[config.mk]
export PLATFORM = sky130hd
export DESIGN_NAME = decode_issue_queue
export DESIGN_NICKNAME = d
export VERILOG_FILES = /design/src/rtl/decode_pkg.sv /design/src/rtl/decode_queue_ram.sv /design/src/rtl/decode_issue_queue.sv
export SDC_FILE = /design/constraint.sdc
export NUM_CORES = 1
export LEC_CHECK = 0
export CAP_MARGIN = 0
export CORE_MARGIN = 1.5
export CORE_UTILIZATION = 24
export CTS_CLUSTER_DIAMETER = 40
export DETAILED_ROUTE_END_ITERATION = 6
export GPL_ROUTABILITY_DRIVEN = 0
export PLACE_DENSITY = 0.44
export SETUP_SLACK_MARGIN = 0.02
export SLEW_MARGIN = 20
export SYNTH_ARGS = -nofsm -noshare
export SYNTH_HDL_FRONTEND = slang
export SYNTH_SLANG_ARGS = --single-unit
[constraint.sdc]
create_clock -name clock_i -period 22.6 [get_ports clock_i]
set_clock_uncertainty 0.05 [all_clocks]
set_input_delay 4.52 -clock clock_i [delete_from_list [all_inputs] [get_ports clock_i]]
set_output_delay 4.52 -clock clock_i [all_outputs]
set_load 0.02 [all_outputs]
[src/rtl/decode_pkg.sv]
// Shared decode definitions: format codes, functional-unit codes and the
// packed decoded-instruction record passed from decode stage 2 to issue.
package decode_pkg;

  localparam int unsigned ADDR_W    = 64;
  localparam int unsigned OPCODE_W  = 6;
  localparam int unsigned REG_W     = 5;
  localparam int unsigned IMM_W     = 16;
  localparam int unsigned XOPCODE_W = 10;
  localparam int unsigned FORMAT_W  = 5;
  localparam int unsigned FU_W      = 3;
  localparam int unsigned USE_W     = 2;

  // Instruction format codes
  localparam logic [FORMAT_W-1:0] FMT_INVALID = FORMAT_W'(0);
  localparam logic [FORMAT_W-1:0] FMT_A       = FORMAT_W'(1);
  localparam logic [FORMAT_W-1:0] FMT_D       = FORMAT_W'(3);
  localparam logic [FORMAT_W-1:0] FMT_DQ      = FORMAT_W'(4);
  localparam logic [FORMAT_W-1:0] FMT_DS      = FORMAT_W'(5);
  localparam logic [FORMAT_W-1:0] FMT_MD      = FORMAT_W'(9);
  localparam logic [FORMAT_W-1:0] FMT_X       = FORMAT_W'(15);
  localparam logic [FORMAT_W-1:0] FMT_XO      = FORMAT_W'(19);
  localparam logic [FORMAT_W-1:0] FMT_Z23     = FORMAT_W'(25);

  // Functional-unit codes
  localparam logic [FU_W-1:0] FU_INT    = FU_W'(0);
  localparam logic [FU_W-1:0] FU_LDST   = FU_W'(1);
  localparam logic [FU_W-1:0] FU_BRANCH = FU_W'(2);
  localparam logic [FU_W-1:0] FU_FP     = FU_W'(3);
  localparam logic [FU_W-1:0] FU_VECTOR = FU_W'(4);
  localparam logic [FU_W-1:0] FU_SYSTEM = FU_W'(5);

  // Decoded instruction record, MSB first
  typedef struct packed {
    logic [ADDR_W-1:0]    addr;
    logic [OPCODE_W-1:0]  opcode;
    logic [XOPCODE_W-1:0] xopcode;
    logic                 xopcode_en;
    logic [FU_W-1:0]      fu_code;
    logic [FORMAT_W-1:0]  format;
    logic [IMM_W-1:0]     imm;
    logic                 imm_en;
    logic [REG_W-1:0]     reg1;
    logic [REG_W-1:0]     reg2;
    logic [REG_W-1:0]     reg3;
    logic [USE_W-1:0]     reg1_use;
    logic [USE_W-1:0]     reg2_use;
    logic [USE_W-1:0]     reg3_use;
    logic                 reg1_en;
    logic                 reg2_en;
    logic                 reg3_en;
    logic                 reg3_is_imm;
    logic                 reg2_val_or_zero;
    logic                 bit1;
    logic                 bit2;
    logic                 bit1_en;
    logic                 bit2_en;
  } decoded_instr_t;

  localparam int unsigned REC_W      = $bits(decoded_instr_t);
  localparam int unsigned ADDR_LSB   = REC_W - ADDR_W;
  localparam int unsigned OPCODE_LSB = ADDR_LSB - OPCODE_W;
  localparam int unsigned XOP_LSB    = OPCODE_LSB - XOPCODE_W;

endpackage

[src/rtl/decode_queue_ram.sv]
// Queue storage: DEPTH x REC_W register array, one write port, one registered
// read port. A same-cycle write to the read address is forwarded so the
// registered output always reflects the entry at raddr after the edge.
// Ports: clock_i, reset_i (sync, active-low, clears rdata), we/waddr/wdata,
// raddr, rdata.
module decode_queue_ram
  import decode_pkg::*;
#(
  parameter int unsigned DEPTH = 8,
  parameter int unsigned PTR_W = $clog2(DEPTH)
) (
  input  logic                 clock_i,
  input  logic                 reset_i,
  input  logic                 we,
  input  logic [PTR_W-1:0]     waddr,
  input  decoded_instr_t       wdata,
  input  logic [PTR_W-1:0]     raddr,
  output decoded_instr_t       rdata
);

  decoded_instr_t mem [DEPTH];

  // Storage write and registered, write-forwarding read
  always_ff @(posedge clock_i) begin
    if (we) mem[waddr] <= wdata;
    if (!reset_i)                 rdata <= '0;
    else if (we && waddr == raddr) rdata <= wdata;
    else                          rdata <= mem[raddr];
  end

endmodule

[src/rtl/decode_issue_queue.sv]
// In-order queue between decode stage 2 and issue. Head entry is presented
// from a register (no input-to-output path). stall_o asserts early so that
// SKID in-flight decode instructions still fit. overflow_o is sticky.
// Ports: clock_i/reset_i (sync, active-low), flush_i, enable_i + decoded
// fields (*_i), head fields (*_o), valid_o/ready_i handshake, stall_o,
// count_o occupancy, overflow_o.
module decode_issue_queue
  import decode_pkg::*;
#(
  parameter int unsigned DEPTH = 8,
  parameter int unsigned SKID  = 2
) (
  input  logic                 clock_i,
  input  logic                 reset_i,
  input  logic                 flush_i,
  input  logic                 enable_i,
  input  logic [IMM_W-1:0]     imm_i,
  input  logic                 immEnable_i,
  input  logic [REG_W-1:0]     reg1_i,
  input  logic [REG_W-1:0]     reg2_i,
  input  logic [REG_W-1:0]     reg3_i,
  input  logic [USE_W-1:0]     reg1Use_i,
  input  logic [USE_W-1:0]     reg2Use_i,
  input  logic [USE_W-1:0]     reg3Use_i,
  input  logic                 reg1Enable_i,
  input  logic                 reg2Enable_i,
  input  logic                 reg3Enable_i,
  input  logic                 reg3IsImmediate_i,
  input  logic                 reg2ValOrZero_i,
  input  logic                 bit1_i,
  input  logic                 bit2_i,
  input  logic                 bit1Enable_i,
  input  logic                 bit2Enable_i,
  input  logic [ADDR_W-1:0]    instructionAddress_i,
  input  logic [OPCODE_W-1:0]  opcode_i,
  input  logic [XOPCODE_W-1:0] xOpcode_i,
  input  logic                 xOpcodeEnable_i,
  input  logic [FU_W-1:0]      functionalUnitCode_i,
  input  logic [FORMAT_W-1:0]  instructionFormat_i,
  output logic [IMM_W-1:0]     imm_o,
  output logic                 immEnable_o,
  output logic [REG_W-1:0]     reg1_o,
  output logic [REG_W-1:0]     reg2_o,
  output logic [REG_W-1:0]     reg3_o,
  output logic [USE_W-1:0]     reg1Use_o,
  output logic [USE_W-1:0]     reg2Use_o,
  output logic [USE_W-1:0]     reg3Use_o,
  output logic                 reg1Enable_o,
  output logic                 reg2Enable_o,
  output logic                 reg3Enable_o,
  output logic                 reg3IsImmediate_o,
  output logic                 reg2ValOrZero_o,
  output logic                 bit1_o,
  output logic                 bit2_o,
  output logic                 bit1Enable_o,
  output logic                 bit2Enable_o,
  output logic [ADDR_W-1:0]    instructionAddress_o,
  output logic [OPCODE_W-1:0]  opcode_o,
  output logic [XOPCODE_W-1:0] xOpcode_o,
  output logic                 xOpcodeEnable_o,
  output logic [FU_W-1:0]      functionalUnitCode_o,
  output logic [FORMAT_W-1:0]  instructionFormat_o,
  output logic                 valid_o,
  input  logic                 ready_i,
  output logic                 stall_o,
  output logic [$clog2(DEPTH):0] count_o,
  output logic                 overflow_o
);

  localparam int unsigned PTR_W = $clog2(DEPTH);
  localparam int unsigned CNT_W = PTR_W + 1;
  localparam logic [CNT_W-1:0] FULL_CNT  = CNT_W'(DEPTH);
  localparam logic [CNT_W-1:0] STALL_CNT = CNT_W'(DEPTH - SKID);

  logic [PTR_W-1:0] head_q, tail_q, head_nxt, tail_nxt;
  logic [CNT_W-1:0] count_q, count_nxt;
  logic             valid_q, stall_q, ovf_q;
  logic             pop_c, push_c, drop_c, we_c;
  decoded_instr_t   wdata, rdata;

  // Pack incoming fields into the stored record
  always_comb begin
    wdata                  = '0;
    wdata.addr             = instructionAddress_i;
    wdata.opcode           = opcode_i;
    wdata.xopcode          = xOpcode_i;
    wdata.xopcode_en       = xOpcodeEnable_i;
    wdata.fu_code          = functionalUnitCode_i;
    wdata.format           = instructionFormat_i;
    wdata.imm              = imm_i;
    wdata.imm_en           = immEnable_i;
    wdata.reg1             = reg1_i;
    wdata.reg2             = reg2_i;
    wdata.reg3             = reg3_i;
    wdata.reg1_use         = reg1Use_i;
    wdata.reg2_use         = reg2Use_i;
    wdata.reg3_use         = reg3Use_i;
    wdata.reg1_en          = reg1Enable_i;
    wdata.reg2_en          = reg2Enable_i;
    wdata.reg3_en          = reg3Enable_i;
    wdata.reg3_is_imm      = reg3IsImmediate_i;
    wdata.reg2_val_or_zero = reg2ValOrZero_i;
    wdata.bit1             = bit1_i;
    wdata.bit2             = bit2_i;
    wdata.bit1_en          = bit1Enable_i;
    wdata.bit2_en          = bit2Enable_i;
  end

  // Handshake, pointer and occupancy next-state; a pop on a full queue
  // frees the slot the same-edge push lands in
  always_comb begin
    pop_c     = valid_q && ready_i;
    push_c    = enable_i && ((count_q != FULL_CNT) || pop_c);
    drop_c    = enable_i && (count_q == FULL_CNT) && !pop_c && !flush_i;
    we_c      = push_c && !flush_i;
    head_nxt  = head_q + PTR_W'(pop_c);
    tail_nxt  = tail_q + PTR_W'(push_c);
    count_nxt = count_q + CNT_W'(push_c) - CNT_W'(pop_c);
    if (flush_i) begin
      head_nxt  = '0;
      tail_nxt  = '0;
      count_nxt = '0;
    end
  end

  // State registers
  always_ff @(posedge clock_i) begin
    if (!reset_i) begin
      head_q  <= '0;
      tail_q  <= '0;
      count_q <= '0;
      valid_q <= 1'b0;
      stall_q <= 1'b0;
      ovf_q   <= 1'b0;
    end else begin
      head_q  <= head_nxt;
      tail_q  <= tail_nxt;
      count_q <= count_nxt;
      valid_q <= (count_nxt != '0);
      stall_q <= (count_nxt >= STALL_CNT);
      if (drop_c) ovf_q <= 1'b1;
    end
  end

  // Reading at the next head keeps the registered output on the head entry
  decode_queue_ram #(.DEPTH(DEPTH), .PTR_W(PTR_W)) u_ram (
    .clock_i (clock_i),
    .reset_i (reset_i),
    .we      (we_c),
    .waddr   (tail_q),
    .wdata   (wdata),
    .raddr   (head_nxt),
    .rdata   (rdata)
  );

  assign valid_o    = valid_q;
  assign stall_o    = stall_q;
  assign count_o    = count_q;
  assign overflow_o = ovf_q;

  assign instructionAddress_o = rdata.addr;
  assign opcode_o             = rdata.opcode;
  assign xOpcode_o            = rdata.xopcode;
  assign xOpcodeEnable_o      = rdata.xopcode_en;
  assign functionalUnitCode_o = rdata.fu_code;
  assign instructionFormat_o  = rdata.format;
  assign imm_o                = rdata.imm;
  assign immEnable_o          = rdata.imm_en;
  assign reg1_o               = rdata.reg1;
  assign reg2_o               = rdata.reg2;
  assign reg3_o               = rdata.reg3;
  assign reg1Use_o            = rdata.reg1_use;
  assign reg2Use_o            = rdata.reg2_use;
  assign reg3Use_o            = rdata.reg3_use;
  assign reg1Enable_o         = rdata.reg1_en;
  assign reg2Enable_o         = rdata.reg2_en;
  assign reg3Enable_o         = rdata.reg3_en;
  assign reg3IsImmediate_o    = rdata.reg3_is_imm;
  assign reg2ValOrZero_o      = rdata.reg2_val_or_zero;
  assign bit1_o               = rdata.bit1;
  assign bit2_o               = rdata.bit2;
  assign bit1Enable_o         = rdata.bit1_en;
  assign bit2Enable_o         = rdata.bit2_en;

endmodule

# Word-level counts from Yosys, hierarchy flattened
# Memory sizes are Yosys's and may differ from the RTL's. A register that Yosys moved wholly into a read port is not among the register bits.
# Index checks and enable logic that the tools add are counted.
[word_totals]
output_inout_bits = 143
latch_bits = 0
rom_bits = 0
word_cells = 31
register_bits = 13
inputBits = 141
mem_bits_rw = 1088
mem_count = 1
[mem_list]
columns = ["memory", "words", "width", "read_ports", "rd_ports_with_merged_regs", "wr", "line_no", "rtl"]
rows = [
  ["u_ram.mem", 8, 136, 1, 1, 1, "decode_queue_ram.sv:21", "decoded_instr_t mem [DEPTH];"],
]
[op_classes]
n_bitwise = 1
order_cmp = 1
muxes = 4
n_reduce_logical = 12
eq_ne = 2
add_sub_neg = 4
div_mod_pow = 0
shifts = 0
n_mul = 0
[ops]
columns = ["cell", "count"]
rows = [
  ["$add 3x1->3", 2],
  ["$logic_and 1x1->1", 6],
  ["$add 4x1->4", 1],
  ["$eq 4x4->1 const B", 1],
  ["$ge 4x3->1 const B", 1],
  ["$mux 4", 1],
  ["$ne 4x4->1 const B", 1],
  ["$reduce_bool 4->1", 1],
  ["$sub 4x1->4", 1],
  ["$logic_not 1->1", 3],
  ["$mux 3", 1],
  ["$mux 1", 2],
  ["$reduce_or 2->1", 1],
  ["$logic_or 1x1->1", 1],
  ["$not 1->1", 1],
]

# Depth between registers and ports, before layout
[depth]
ltp_word = 7
mapped_depth = 12
ltp_nobuf = 11

# Modules after synthesis
# From an unflattened synthesis, not the netlist that was laid out.
[hier_totals]
hier_cells = 2407
area_unflattened_um2 = 45812.7
[modules_own_cells]
columns = ["module", "cells_each", "seq_area_each_um2", "area_each_um2", "n_inst"]
rows = [
  ["decode_queue_ram", 2344, 35393.9, 45179.6, 1],
  ["decode_issue_queue", 63, 260.2, 633.1, 1],
]

# Worst setup path after synthesis
# Ideal clock, no wire load.
[synth_path]
path_kind = "input-to-reg"
from = "in flush_i"
to = "mem u_ram.mem[0][0] (netlist name), enable pin"
arrival_ps = 17754
n_path_buf = 1
required_time_ps = 21587
setup_time_ps = 963
path_slack_ps = 3832
path_stages = 3
path_cell_list = "clkbuf_1 nand3b_2 nor4_1"
[synth_between]
elab_chain_len = 4
[synth_lines]
columns = ["item", "line_no", "rtl"]
rows = [
  ["start, declared", "decode_issue_queue.sv:15", "input logic flush_i,"],
  ["$logic_not 1->1", "decode_issue_queue.sv:115", "we_c = push_c && !flush_i;"],
  ["$logic_and 1x1->1", "decode_issue_queue.sv:115", ""],
  ["$mux 1", "decode_queue_ram.sv:25", "if (we) mem[waddr] <= wdata;"],
  ["$mux 1 (not written as such)", "decode_queue_ram.sv:25", ""],
  ["end, declared", "decode_queue_ram.sv:21", ""],
]
# No other way between the ends.

# Worst setup path in the final report
[layout_path]
from = "in ready_i"
to = "reg, netlist name u_ram.rdata[134]"
[layout_between]
elab_chain_len = 3
[layout_lines]
columns = ["item", "line_no", "rtl"]
rows = [
  ["start, declared", "decode_issue_queue.sv:64", "input logic ready_i,"],
  ["$logic_and 1x1->1", "decode_issue_queue.sv:112", "pop_c = valid_q && ready_i;"],
  ["$add 3x1->3", "decode_issue_queue.sv:116", "head_nxt = head_q + PTR_W'(pop_c);"],
  ["$mux 3", "decode_issue_queue.sv:119", "if (flush_i) begin"],
]
# No other way between the ends.
# A chain may end at the register's enable or synchronous reset.

==> flow_metrics.env <==
export IMPL_synth_simple_area_share_pct=5.70
export IMPL_drv_slew=0
export IMPL_drtIter0Drc=1867
export IMPL_critPathLaunchType="input port"
export IMPL_synth_cell_types=42
export IMPL_fin_crit_sh_pct=39.6
export IMPL_vias=28636
export IMPL_synth_top_family_by_area="compound AO/OA/AOI/OAI gates"
export IMPL_core_area_mm2=0.203
export IMPL_cts_tree="yes"
export IMPL_seq_area_mm2=0.0357
export IMPL_initial_utilization_pct=24.2
export IMPL_drv_cap=0
export IMPL_placed_area_mm2=0.0547
export IMPL_synth_top_area_share_pct=66.7
export IMPL_grt_overflow=0
export IMPL_min_path_type="reg -> reg"
export IMPL_avgRoutedWirePerCell_um=22.9
export IMPL_tightest_slew_ns=1.15
export IMPL_layout_drive_gt1_share_pct=16.3
export IMPL_fp_dieH_um=455
export IMPL_syn_inst=3059
export IMPL_final_fill_count=19824
export IMPL_synth_seq_cells=1237
export IMPL_crit_type="in -> reg"
export IMPL_cts_resized=0
export IMPL_yosysTopAreaCell="edfxtp_1"
export IMPL_core_rowCount=165
export IMPL_cts_reportedPaths_clkPinSlew_ns=0.06
export IMPL_grtUsageTotal_pct=13.5
export IMPL_cts_buffer_depth=3
export IMPL_drc_errors=0
export IMPL_io_pins=284
export IMPL_power_leakage_nw=19.5
export IMPL_muxShareOfSynthArea_pct=5.93
export IMPL_grt_pass1_wl_um=205000
export IMPL_die_area_mm2=0.207
export IMPL_htree_levels=4
export IMPL_cts_root_buffer="clkbuf_16"
export IMPL_status="finished clean"
export IMPL_first_pass_iters=5
export IMPL_netlist_area_mm2=0.0490
export IMPL_multi_input_area_mm2=0.0123
export IMPL_powerDensity_mw_per_mm2=102
export IMPL_area_growth_pct=27.8
export IMPL_crit_required_ns=23.29
export IMPL_worstSkewPairLatency_ns=0.86
export IMPL_setup_violations=0
export IMPL_fin_nets=3507
export IMPL_synth_compound_area_share_pct=12.9
export IMPL_cts_sinks=1237
export IMPL_ys_warn_count=0
export IMPL_rsz0062_at_grt="false"
export IMPL_dp_hpwl_um=65700
export IMPL_wirelength_um=143000
export IMPL_relSlewSlack_pct=23.3
export IMPL_numCtsBuffers=219
export IMPL_synth_fa_ha_area_share_pct=0.245
export IMPL_design_area_mm2=0.0626
export IMPL_vdd_drop_max_uv=78.0
export IMPL_cp_arrival_ns=9.65
export IMPL_avgSynthCellArea_um2=16.0
export IMPL_ys_seq_area_share_pct=72.8
export IMPL_die_w_um=455
export IMPL_antenna_found_initial=15
export IMPL_synthTopCellsByArea="edfxtp_1, dfxtp_1, nor2b_1"
export IMPL_setup_tns_ns=0
export IMPL_synth_edff_count=1088
export IMPL_syn_num_nets=3209
export IMPL_yosys_area_share_xor_xnor_pct=0.143
export IMPL_first_global_vias=29051
export IMPL_synthArstFlopShare_pct=0
export IMPL_ys_flop_type="edfxtp_1"
export IMPL_grt_max_degree=204
export IMPL_path_max_fanout=81
export IMPL_cp_end_kind="flip-flop"
export IMPL_finalHoldViolCount=0
export IMPL_drtAntennaViolNets=0
export IMPL_via_per_inst=4.60
export IMPL_synth_common_cells="edfxtp_1, nor2b_1, o21ai_0, clkbuf_1, dfxtp_1"
export IMPL_max_freq_mhz=112
export IMPL_cts_hold_buf=0
export IMPL_synth_most_common_cell="edfxtp_1"
export IMPL_io_buffers=283
export IMPL_post_cts_buffers=0
export IMPL_period_needed_ns=8.96
cells in the final DEF (no fill, tap or decap), types with 8 or more instances in the layout:
cell type / netlist / routed
buf_12: 0 / 11
buf_4: 3 / 40
clkinv_2: 0 / 29
nand2_1: 8 / 8
nor2b_1: 404 / 403
dfxtp_1: 149 / 149
edfxtp_1: 1088 / 1088
clkbuf_16: 0 / 223
a211oi_1: 134 / 134
a32o_1: 135 / 135
o21ai_0: 269 / 269
a221o_1: 134 / 134
mux2i_1: 136 / 136
clkinv_1: 0 / 20
clkbuf_1: 157 / 24
inv_6: 0 / 11
clkinv_4: 0 / 23
clkdlybuf4s50_1: 0 / 282
mux2_2: 137 / 137
clkinvlp_4: 0 / 28
bufinv_16: 0 / 35
a2111oi_0: 135 / 135
worst paths after layout:
path	to	cells past startpoint	slack (ns)	startpoint
setup reg to reg	u_ram.rdata[134]	10	17.51	valid_o
setup / recovery	u_ram.rdata[134]	11	13.64	ready_i
hold / removal	overflow_o	1	0.42	overflow_o
hold reg to reg	overflow_o	1	0.42	overflow_o
through the flow:
step / power (W) / hold slack, ns / util [%] / setup WS [ns] / cells
after global placement: 0.00300 / 0.408 / 27.0 / 12.72 / 5807
after detailed placement: 0.00300 / 0.407 / 27.0 / 12.72 / 5807
after CTS: 0.00649 / 0.423 / 30.9 / 13.68 / 6222
after global routing: 0.00662 / 0.449 / 30.9 / 13.27 / 6227
after floorplan: 0.00283 / 0.499 / - / 3.83 / 3059
final: 0.00641 / 0.418 / 30.9 / 13.64 / 6230
worst max-delay path, cell delays in order:
cell,delay (ns)
clkdlybuf4s50_1,0.52
and2_4,0.22
ha_4,0.27
buf_4,0.55
buf_4,0.69
buf_4,0.85
buf_4,0.84
mux2_2,0.41
a221oi_1,0.26
nand2_1,0.08
a32o_1,0.28
routing by layer:
metal	track usage [%]	routed length, um	up-vias
met2	23.2	71200	661
met3	2.65	6160	220
met5	0	87	-
met4	4.50	3530	12
li1	-	-	12982
met1	16.9	61900	14761
flip-flops by register name, summed over array words and instances (netlist names):
register and flops:
tail_q 3, count_o 4, u_ram.rdata 136, stall_o 1, valid_o 1, u_ram.mem 1088, head_q 3, overflow_o 1
layout make-up:
type	instances	area share (%)
flip-flops and latches	1237	56.9
multi-input cells	1560	19.7
clock buffers	254	9.21
repair buffers	335	5.41
well taps	2672	5.34
clock inverters	161	3.38
diodes	7	0.0280
inverters	4	0.0240
power by group:
group | switching (W) | internal [W] | leakage [nW]
registers | 0.0000253 | 0.00254 | 11.1
logic | 0.000225 | 0.000166 | 4.64
clock network | 0.00121 | 0.00225 | 3.76
total | 0.00146 | 0.00495 | 19.5
kinds of logic (layout without fill, tap and decap cells):
group                      after synthesis  in the layout
xor gates and xnor gates                 8              8
adders and majority gates                9              9
AOI/OAI and AO/OA                      821            821
other                                    0              7
and+or+nand+nor                        449            449
buffers and inverters                  262            754
DFF                                   1237           1237
muxes                                  273            273
(Power assumes the default switching activity.)
